`src/rtl/multicycle_control.sv`:
```
`default_nettype none
// ============================================================================
// Module      : multicycle_control
// Description : Multi-cycle MIPS control unit. Sequences each instruction over
//               3-5 cycles (FETCH, DECODE, execute, memory, write-back) for a
//               shared-memory datapath, stalling FETCH / MEM_READ / MEM_WRITE
//               on a memory-ready handshake. Unknown opcodes halt the machine
//               until reset. Counts retired instructions.
// Ports       : clk, reset (async, active-low)
//               opcode_i     - IR[31:26], sampled in DECODE
//               mem_ready_i  - memory access completes this cycle
//               *_o          - datapath strobes/selects, alu_op_o,
//                              illegal_o (sticky), instr_count_o
// Revision    : 1.0 - initial release
// ============================================================================
module multicycle_control #(
    parameter int ALU_OP_WIDTH = 3,
    parameter int CNT_WIDTH    = 32,
    parameter int MEM_WAIT_EN  = 1
) (
    input  logic                    clk,
    input  logic                    reset,
    input  logic [5:0]              opcode_i,
    input  logic                    mem_ready_i,
    output logic                    pc_write_o,
    output logic                    ir_write_o,
    output logic                    mem_read_o,
    output logic                    mem_write_o,
    output logic                    i_or_d_o,
    output logic                    alu_src_a_o,
    output logic                    reg_write_o,
    output logic                    branch_eq_o,
    output logic                    branch_ne_o,
    output logic [1:0]              alu_src_b_o,
    output logic [1:0]              reg_dst_o,
    output logic [1:0]              mem_to_reg_o,
    output logic [1:0]              pc_src_o,
    output logic [ALU_OP_WIDTH-1:0] alu_op_o,
    output logic                    illegal_o,
    output logic [CNT_WIDTH-1:0]    instr_count_o
);

    // Opcodes
    localparam logic [5:0] c_op_r    = 6'h00;
    localparam logic [5:0] c_op_addi = 6'h08;
    localparam logic [5:0] c_op_ori  = 6'h0D;
    localparam logic [5:0] c_op_andi = 6'h0C;
    localparam logic [5:0] c_op_lui  = 6'h0F;
    localparam logic [5:0] c_op_lw   = 6'h23;
    localparam logic [5:0] c_op_sw   = 6'h2B;
    localparam logic [5:0] c_op_beq  = 6'h04;
    localparam logic [5:0] c_op_bne  = 6'h05;
    localparam logic [5:0] c_op_j    = 6'h02;
    localparam logic [5:0] c_op_jal  = 6'h03;

    // ALU operation codes, zero-extended to the port width
    localparam logic [ALU_OP_WIDTH-1:0] c_alu_add = ALU_OP_WIDTH'(3'b100);
    localparam logic [ALU_OP_WIDTH-1:0] c_alu_or  = ALU_OP_WIDTH'(3'b001);
    localparam logic [ALU_OP_WIDTH-1:0] c_alu_r   = ALU_OP_WIDTH'(3'b111);
    localparam logic [ALU_OP_WIDTH-1:0] c_alu_sub = ALU_OP_WIDTH'(3'b010);
    localparam logic [ALU_OP_WIDTH-1:0] c_alu_and = ALU_OP_WIDTH'(3'b011);
    localparam logic [ALU_OP_WIDTH-1:0] c_alu_lui = ALU_OP_WIDTH'(3'b101);

    typedef enum logic [3:0] {
        ST_IDLE      = 4'd0,
        ST_FETCH     = 4'd1,
        ST_DECODE    = 4'd2,
        ST_EXEC_R    = 4'd3,
        ST_EXEC_I    = 4'd4,
        ST_ALU_WB    = 4'd5,
        ST_MEM_ADDR  = 4'd6,
        ST_MEM_READ  = 4'd7,
        ST_MEM_WB    = 4'd8,
        ST_MEM_WRITE = 4'd9,
        ST_BRANCH    = 4'd10,
        ST_JUMP      = 4'd11,
        ST_HALT      = 4'd12
    } state_t;

    state_t                 state_q, state_d;
    logic [5:0]             opcode_q, opcode_d;
    logic [CNT_WIDTH-1:0]   count_q, count_d;
    logic                   w_ready;
    logic                   w_retire;

    // With waits disabled the handshake is treated as permanently ready.
    assign w_ready = (MEM_WAIT_EN != 0) ? mem_ready_i : 1'b1;

    // ------------------------------------------------------------------
    // State, opcode and counter registers
    // ------------------------------------------------------------------
    always_ff @(posedge clk or negedge reset) begin
        if (!reset) begin
            state_q  <= ST_IDLE;
            opcode_q <= 6'h00;
            count_q  <= '0;
        end else begin
            state_q  <= state_d;
            opcode_q <= opcode_d;
            count_q  <= count_d;
        end
    end

    // ------------------------------------------------------------------
    // Next-state, opcode capture and retire counting
    // ------------------------------------------------------------------
    always_comb begin
        state_d  = state_q;
        opcode_d = opcode_q;
        w_retire = 1'b0;

        case (state_q)
            ST_IDLE:   state_d = ST_FETCH;
            ST_FETCH:  if (w_ready) state_d = ST_DECODE;
            ST_DECODE: begin
                // The live IR opcode steers this transition and is captured
                // so later states are immune to IR changes.
                opcode_d = opcode_i;
                case (opcode_i)
                    c_op_r:                                  state_d = ST_EXEC_R;
                    c_op_addi, c_op_ori, c_op_andi, c_op_lui: state_d = ST_EXEC_I;
                    c_op_lw, c_op_sw:                        state_d = ST_MEM_ADDR;
                    c_op_beq, c_op_bne:                      state_d = ST_BRANCH;
                    c_op_j, c_op_jal:                        state_d = ST_JUMP;
                    default:                                 state_d = ST_HALT;
                endcase
            end
            ST_EXEC_R, ST_EXEC_I: state_d = ST_ALU_WB;
            ST_MEM_ADDR: state_d = (opcode_q == c_op_lw) ? ST_MEM_READ : ST_MEM_WRITE;
            ST_MEM_READ: if (w_ready) state_d = ST_MEM_WB;
            ST_MEM_WRITE: begin
                if (w_ready) begin
                    state_d  = ST_FETCH;
                    w_retire = 1'b1;
                end
            end
            ST_ALU_WB, ST_MEM_WB, ST_BRANCH, ST_JUMP: begin
                state_d  = ST_FETCH;
                w_retire = 1'b1;
            end
            ST_HALT:  state_d = ST_HALT;
            default:  state_d = ST_IDLE;
        endcase

        count_d = w_retire ? (count_q + CNT_WIDTH'(1)) : count_q;
    end

    // ------------------------------------------------------------------
    // Outputs: Moore per state, except the FETCH strobes which follow
    // mem_ready_i so PC and IR load exactly once, in the ready cycle.
    // ------------------------------------------------------------------
    always_comb begin
        pc_write_o   = 1'b0;
        ir_write_o   = 1'b0;
        mem_read_o   = 1'b0;
        mem_write_o  = 1'b0;
        i_or_d_o     = 1'b0;
        alu_src_a_o  = 1'b0;
        reg_write_o  = 1'b0;
        branch_eq_o  = 1'b0;
        branch_ne_o  = 1'b0;
        alu_src_b_o  = 2'b00;
        reg_dst_o    = 2'b00;
        mem_to_reg_o = 2'b00;
        pc_src_o     = 2'b00;
        alu_op_o     = '0;
        illegal_o    = 1'b0;

        case (state_q)
            ST_FETCH: begin
                mem_read_o  = 1'b1;
                alu_src_b_o = 2'b01;
                alu_op_o    = c_alu_add;
                ir_write_o  = w_ready;
                pc_write_o  = w_ready;
            end
            ST_DECODE: begin
                alu_src_b_o = 2'b11;
                alu_op_o    = c_alu_add;
            end
            ST_EXEC_R: begin
                alu_src_a_o = 1'b1;
                alu_op_o    = c_alu_r;
            end
            ST_EXEC_I: begin
                alu_src_a_o = 1'b1;
                alu_src_b_o = 2'b10;
                case (opcode_q)
                    c_op_ori:  alu_op_o = c_alu_or;
                    c_op_andi: alu_op_o = c_alu_and;
                    c_op_lui:  alu_op_o = c_alu_lui;
                    default:   alu_op_o = c_alu_add;
                endcase
            end
            ST_ALU_WB: begin
                reg_write_o = 1'b1;
                reg_dst_o   = (opcode_q == c_op_r) ? 2'b01 : 2'b00;
            end
            ST_MEM_ADDR: begin
                alu_src_a_o = 1'b1;
                alu_src_b_o = 2'b10;
                alu_op_o    = c_alu_add;
            end
            ST_MEM_READ: begin
                mem_read_o = 1'b1;
                i_or_d_o   = 1'b1;
            end
            ST_MEM_WB: begin
                reg_write_o  = 1'b1;
                mem_to_reg_o = 2'b01;
            end
            ST_MEM_WRITE: begin
                mem_write_o = 1'b1;
                i_or_d_o    = 1'b1;
            end
            ST_BRANCH: begin
                alu_src_a_o = 1'b1;
                alu_op_o    = c_alu_sub;
                pc_src_o    = 2'b01;
                branch_eq_o = (opcode_q == c_op_beq);
                branch_ne_o = (opcode_q == c_op_bne);
            end
            ST_JUMP: begin
                pc_write_o = 1'b1;
                pc_src_o   = 2'b10;
                if (opcode_q == c_op_jal) begin
                    reg_write_o  = 1'b1;
                    reg_dst_o    = 2'b10;
                    mem_to_reg_o = 2'b10;
                end
            end
            ST_HALT:  illegal_o = 1'b1;
            default: ;
        endcase
    end

    assign instr_count_o = count_q;

endmodule
`default_nettype wire

```
`config.mk`:
```
export PLATFORM = sky130hd
export DESIGN_NAME = multicycle_control
export DESIGN_NICKNAME = d
export VERILOG_FILES = /design/src/rtl/multicycle_control.sv
export SDC_FILE = /design/constraint.sdc
export NUM_CORES = 1
export LEC_CHECK = 0
export ABC_AREA = 1
export BUFFER_PORTS_ARGS = -buffer_cell sky130_fd_sc_hd__buf_4
export CORE_MARGIN = 4
export CORE_UTILIZATION = 59
export CTS_BUF_LIST = sky130_fd_sc_hd__clkbuf_4 sky130_fd_sc_hd__clkbuf_8 sky130_fd_sc_hd__clkbuf_16
export CTS_CLUSTER_DIAMETER = 120
export DETAILED_ROUTE_END_ITERATION = 8
export HOLD_SLACK_MARGIN = 0.15
export PLACE_DENSITY = 0.86
export SYNTH_ARGS = -nofsm -noshare
export SYNTH_HDL_FRONTEND = slang
export SYNTH_SLANG_ARGS = --single-unit
```
`constraint.sdc`:
```
create_clock -name clk -period 2.6 [get_ports clk]
set_input_delay 0.13 -clock clk [delete_from_list [all_inputs] [get_ports clk]]
set_output_delay 0.13 -clock clk [all_outputs]
set_load 0.02 [all_outputs]
```
==> flow_summary.toml <==
[run_status]
status = "completed"

[placement]
portBuffers = 61
dpl.hpwl_mm = 5.38
gp_congestion = 0.866
placed_cells = 505

[pwr]
p_comb_frac = 0.459
pwr-share-seq = 0.363
p_int_mw = 1.39
swShare = 0.445
power_switching_mw = 1.12
leakage_nw = 1.75
p_per_area_nw_per_um2 = 747
peakVddDrop_mv = 0.736
clkPwrFrac = 0.177
power_mw = 2.51

[cells_and_area]
diodes = 0
syn_to_final_growth_pct = 23.6
drive_above_1_share = 0.182
utilization = 0.762
final_cells = 518
nets = 475

[clock_tree]
clk_pin_slew_worst_paths_ps = 80
cts_tree = "yes"
cts-root-buf = "clkbuf_8"
cts_inserted_buffers = 5
htreeDepth = 2
clk_latency_ps = 290
cts.sinks = 42
cts_buffer_depth = 2
post_cts.repair.setup_buffers = 0

[sta]
hold_slack_ps = 161
timing.fmax_mhz = 508
fin_crit_sh = 0.758
finClkSkew_ps = 3.90
tightest_slew_ps = 546
final.min_clock_period_ps = 1970
slew_headroom = 0.636
setup_viol = 0
finalSetupTns_ps = 0
hold_viol_final = 0
drv_slew = 0
rsz0062_at_grt = "no"

[detailed_routing]
drt_first_iter_violations = 198
drt_wl_total_mm = 6.84
vias = 2780
ant_nets = 0
routedWlPerCell_um = 13.2
drt_pass1_iterations = 4
viasPerCell = 5.37
drc = 0

[floorplanning]
row_count = 24
die-area_um2 = 5770
die_h_um = 75.9
num_io_pins = 62
initial_core_util = 0.617
fp.dieW_um = 75.9
core_region_area_um2 = 4410

[logic_synthesis]
syn_nets = 405
synthXorXnorAreaFrac = 0.0643
synthSimpleGateAreaFrac = 0.417
synth_top_family_by_area = "simple AND/OR/NAND/NOR gates"
synth_compound_area_frac = 0.0542
synth_edf_count = 0
synth.cell_area_um2 = 2720
synth.avg_cell_area_um2 = 6.89
ys_ff_latch = 42
synth-adder-area-share = 0.00460
ys_warn_count = 0
synth_ff_type = "dfrtp_1"
async_flop_share = 1.00
ys_seq_area_frac = 0.386
synth_cell_types = 32
synthCells = 395
synthMuxAreaShare = 0

[worst_setup_path]
cp_top_family = "simple AND/OR/NAND/NOR gates"
path_buf_inv = 2
crit_path_end_kind = "flop"
worst-path-max-fanout = 21
crit_chain = "inv_1, nand4_1, nand2_2, inv_1, nor3_1, nand2_1, nand2_1, nand2_1"
path_class = "reg -> reg"
cp-start-kind = "flop"
worstPathRequired_ps = 2790
critPathArrivalTime_ps = 2160
crit_top_cell = "nand2_1"
max_stage_delay_ps = 430
cp_slowest_cell = "dfrtp_1"

[global_route]
grt_antenna_before_repair = 0
grt_pass1_wl_mm = 11.8
grt_max_degree = 43
overflow = 0
grt_pass1_vias = 2798
grt_usage = 0.244

[flow_run]
cap_violations = 0

[hold_path]
worstHoldPathType = "in -> reg"
[registers in the layout, indices dropped and copies added, names as in the netlist]
name,flops
opcode_q,6
instr_count_o,32
state_q,4
[timing repair]
action | 4_1_cts | 5_1_grt
gates resized for setup | 0 | 0
hold endpoints to repair | 46 | 0
hold buffers | 5 | 0
[path summary, 6_finish.rpt]
| check | startpoint | end | slack, ps | depth (start not counted) |
|---|---|---|---|---|
| min in group asynchronous | reset | instr_count_o[6]$_DFFE_PN0P_ | 350 | 2 |
| setup reg to reg | state_q[3]$_DFFE_PN0P_ | instr_count_o[24]$_DFFE_PN0P_ | 630 | 8 |
| hold reg to reg | instr_count_o[13]$_DFFE_PN0P_ | instr_count_o[13]$_DFFE_PN0P_ | 520 | 1 |
| hold / removal | mem_ready_i | state_q[3]$_DFFE_PN0P_ | 160 | 4 |
| max in group asynchronous | reset | instr_count_o[2]$_DFFE_PN0P_ | 1860 | 2 |
| setup / recovery | state_q[3]$_DFFE_PN0P_ | instr_count_o[24]$_DFFE_PN0P_ | 630 | 8 |
[area by class of cell]
class                           count  area [µm²]
Inverter                           45         169
Sequential cell                    42        1050
Tap cell                           52        65.1
Multi-Input combinational cell    304        1470
Fill cell                         361        1050
Clock buffer                        7        90.1
Timing Repair Buffer               67         515
Clock inverter                      1        5.00
[synthesized netlist by cell type (2+ instances only)]
cell      number  area [µm²]
nor2_4         2        22.5
nand3b_1       9        67.6
nand2_2        4        25.0
nor3_1         2        10.0
nand3_1       22         110
nand2_1      140         526
nor2_1        59         221
o21bai_1       3        22.5
xor2_1         8        70.1
and3_1         3        18.8
buf_6          2        22.5
o21ai_1        2        10.0
buf_2          2        10.0
xnor2_1       12         105
dfrtp_1       42        1050
o21ai_0       13        65.1
inv_1         44         165
o221ai_1       2        17.5
a21oi_1        2        10.0
nand4_1        7        43.8
nor2_2         4        25.0
[layout by cell type, fill, tap and decap left out, types with 2 or more instances in the layout]
cell             n
nand4_1          7
inv_1           44
nor3_1           2
a21oi_1          2
nor2_2           4
o221ai_1         2
and3_1           3
nand2_1        140
o21ai_1          2
xor2_1           8
nor2_1          59
nand3b_1         9
o21ai_0         13
buf_4           62
dfrtp_1         42
o21bai_1         3
clkbuf_8         6
nand3_1         22
nand2_2          4
dlygate4sd3_1    5
nor2_4           2
xnor2_1         12
[tightest hold or removal path, stage by stage]
cell,delay (ps)
buf_4,100
inv_1,70
nand2_1,70
nand2_1,50
[power groups by stage]
stage	clock (mW)	sequential (mW)	combinational, mW
final	0.445	0.913	1.15
after detailed placement	0	0.919	1.14
after global routing	0.494	0.927	1.27
after global placement	0	0.907	1.13
after floorplan	0	0.939	0.736
after CTS	0.457	0.907	1.16
[metal layers]
| metal | global-route usage | up-vias | wire [µm] |
|---|---|---|---|
| met5 | 0 | - | 0 |
| met4 | 0.105 | 0 | 179 |
| met3 | 0.0592 | 18 | 386 |
| met2 | 0.451 | 85 | 3550 |
| met1 | 0.258 | 1296 | 2720 |
| li1 | - | 1381 | - |
[cell families after synthesis]
group | count (synthesis)
AOI/OAI and AO/OA | 25
xor gates and xnor gates | 20
adders and majority gates | 1
buffers and inverters | 49
DFF | 42
and+or+nand+nor | 258
[through the flow]
stage / cell area (µm²) / setup slack (ps)
2_1_floorplan: 2720 / 745
3_3_place_gp: 3220 / 753
3_5_place_dp: 3220 / 677
4_1_cts: 3370 / 656
5_1_grt: 3370 / 422
6_report: 3370 / 630
Note: power is estimated with default switching activity, not from simulation.
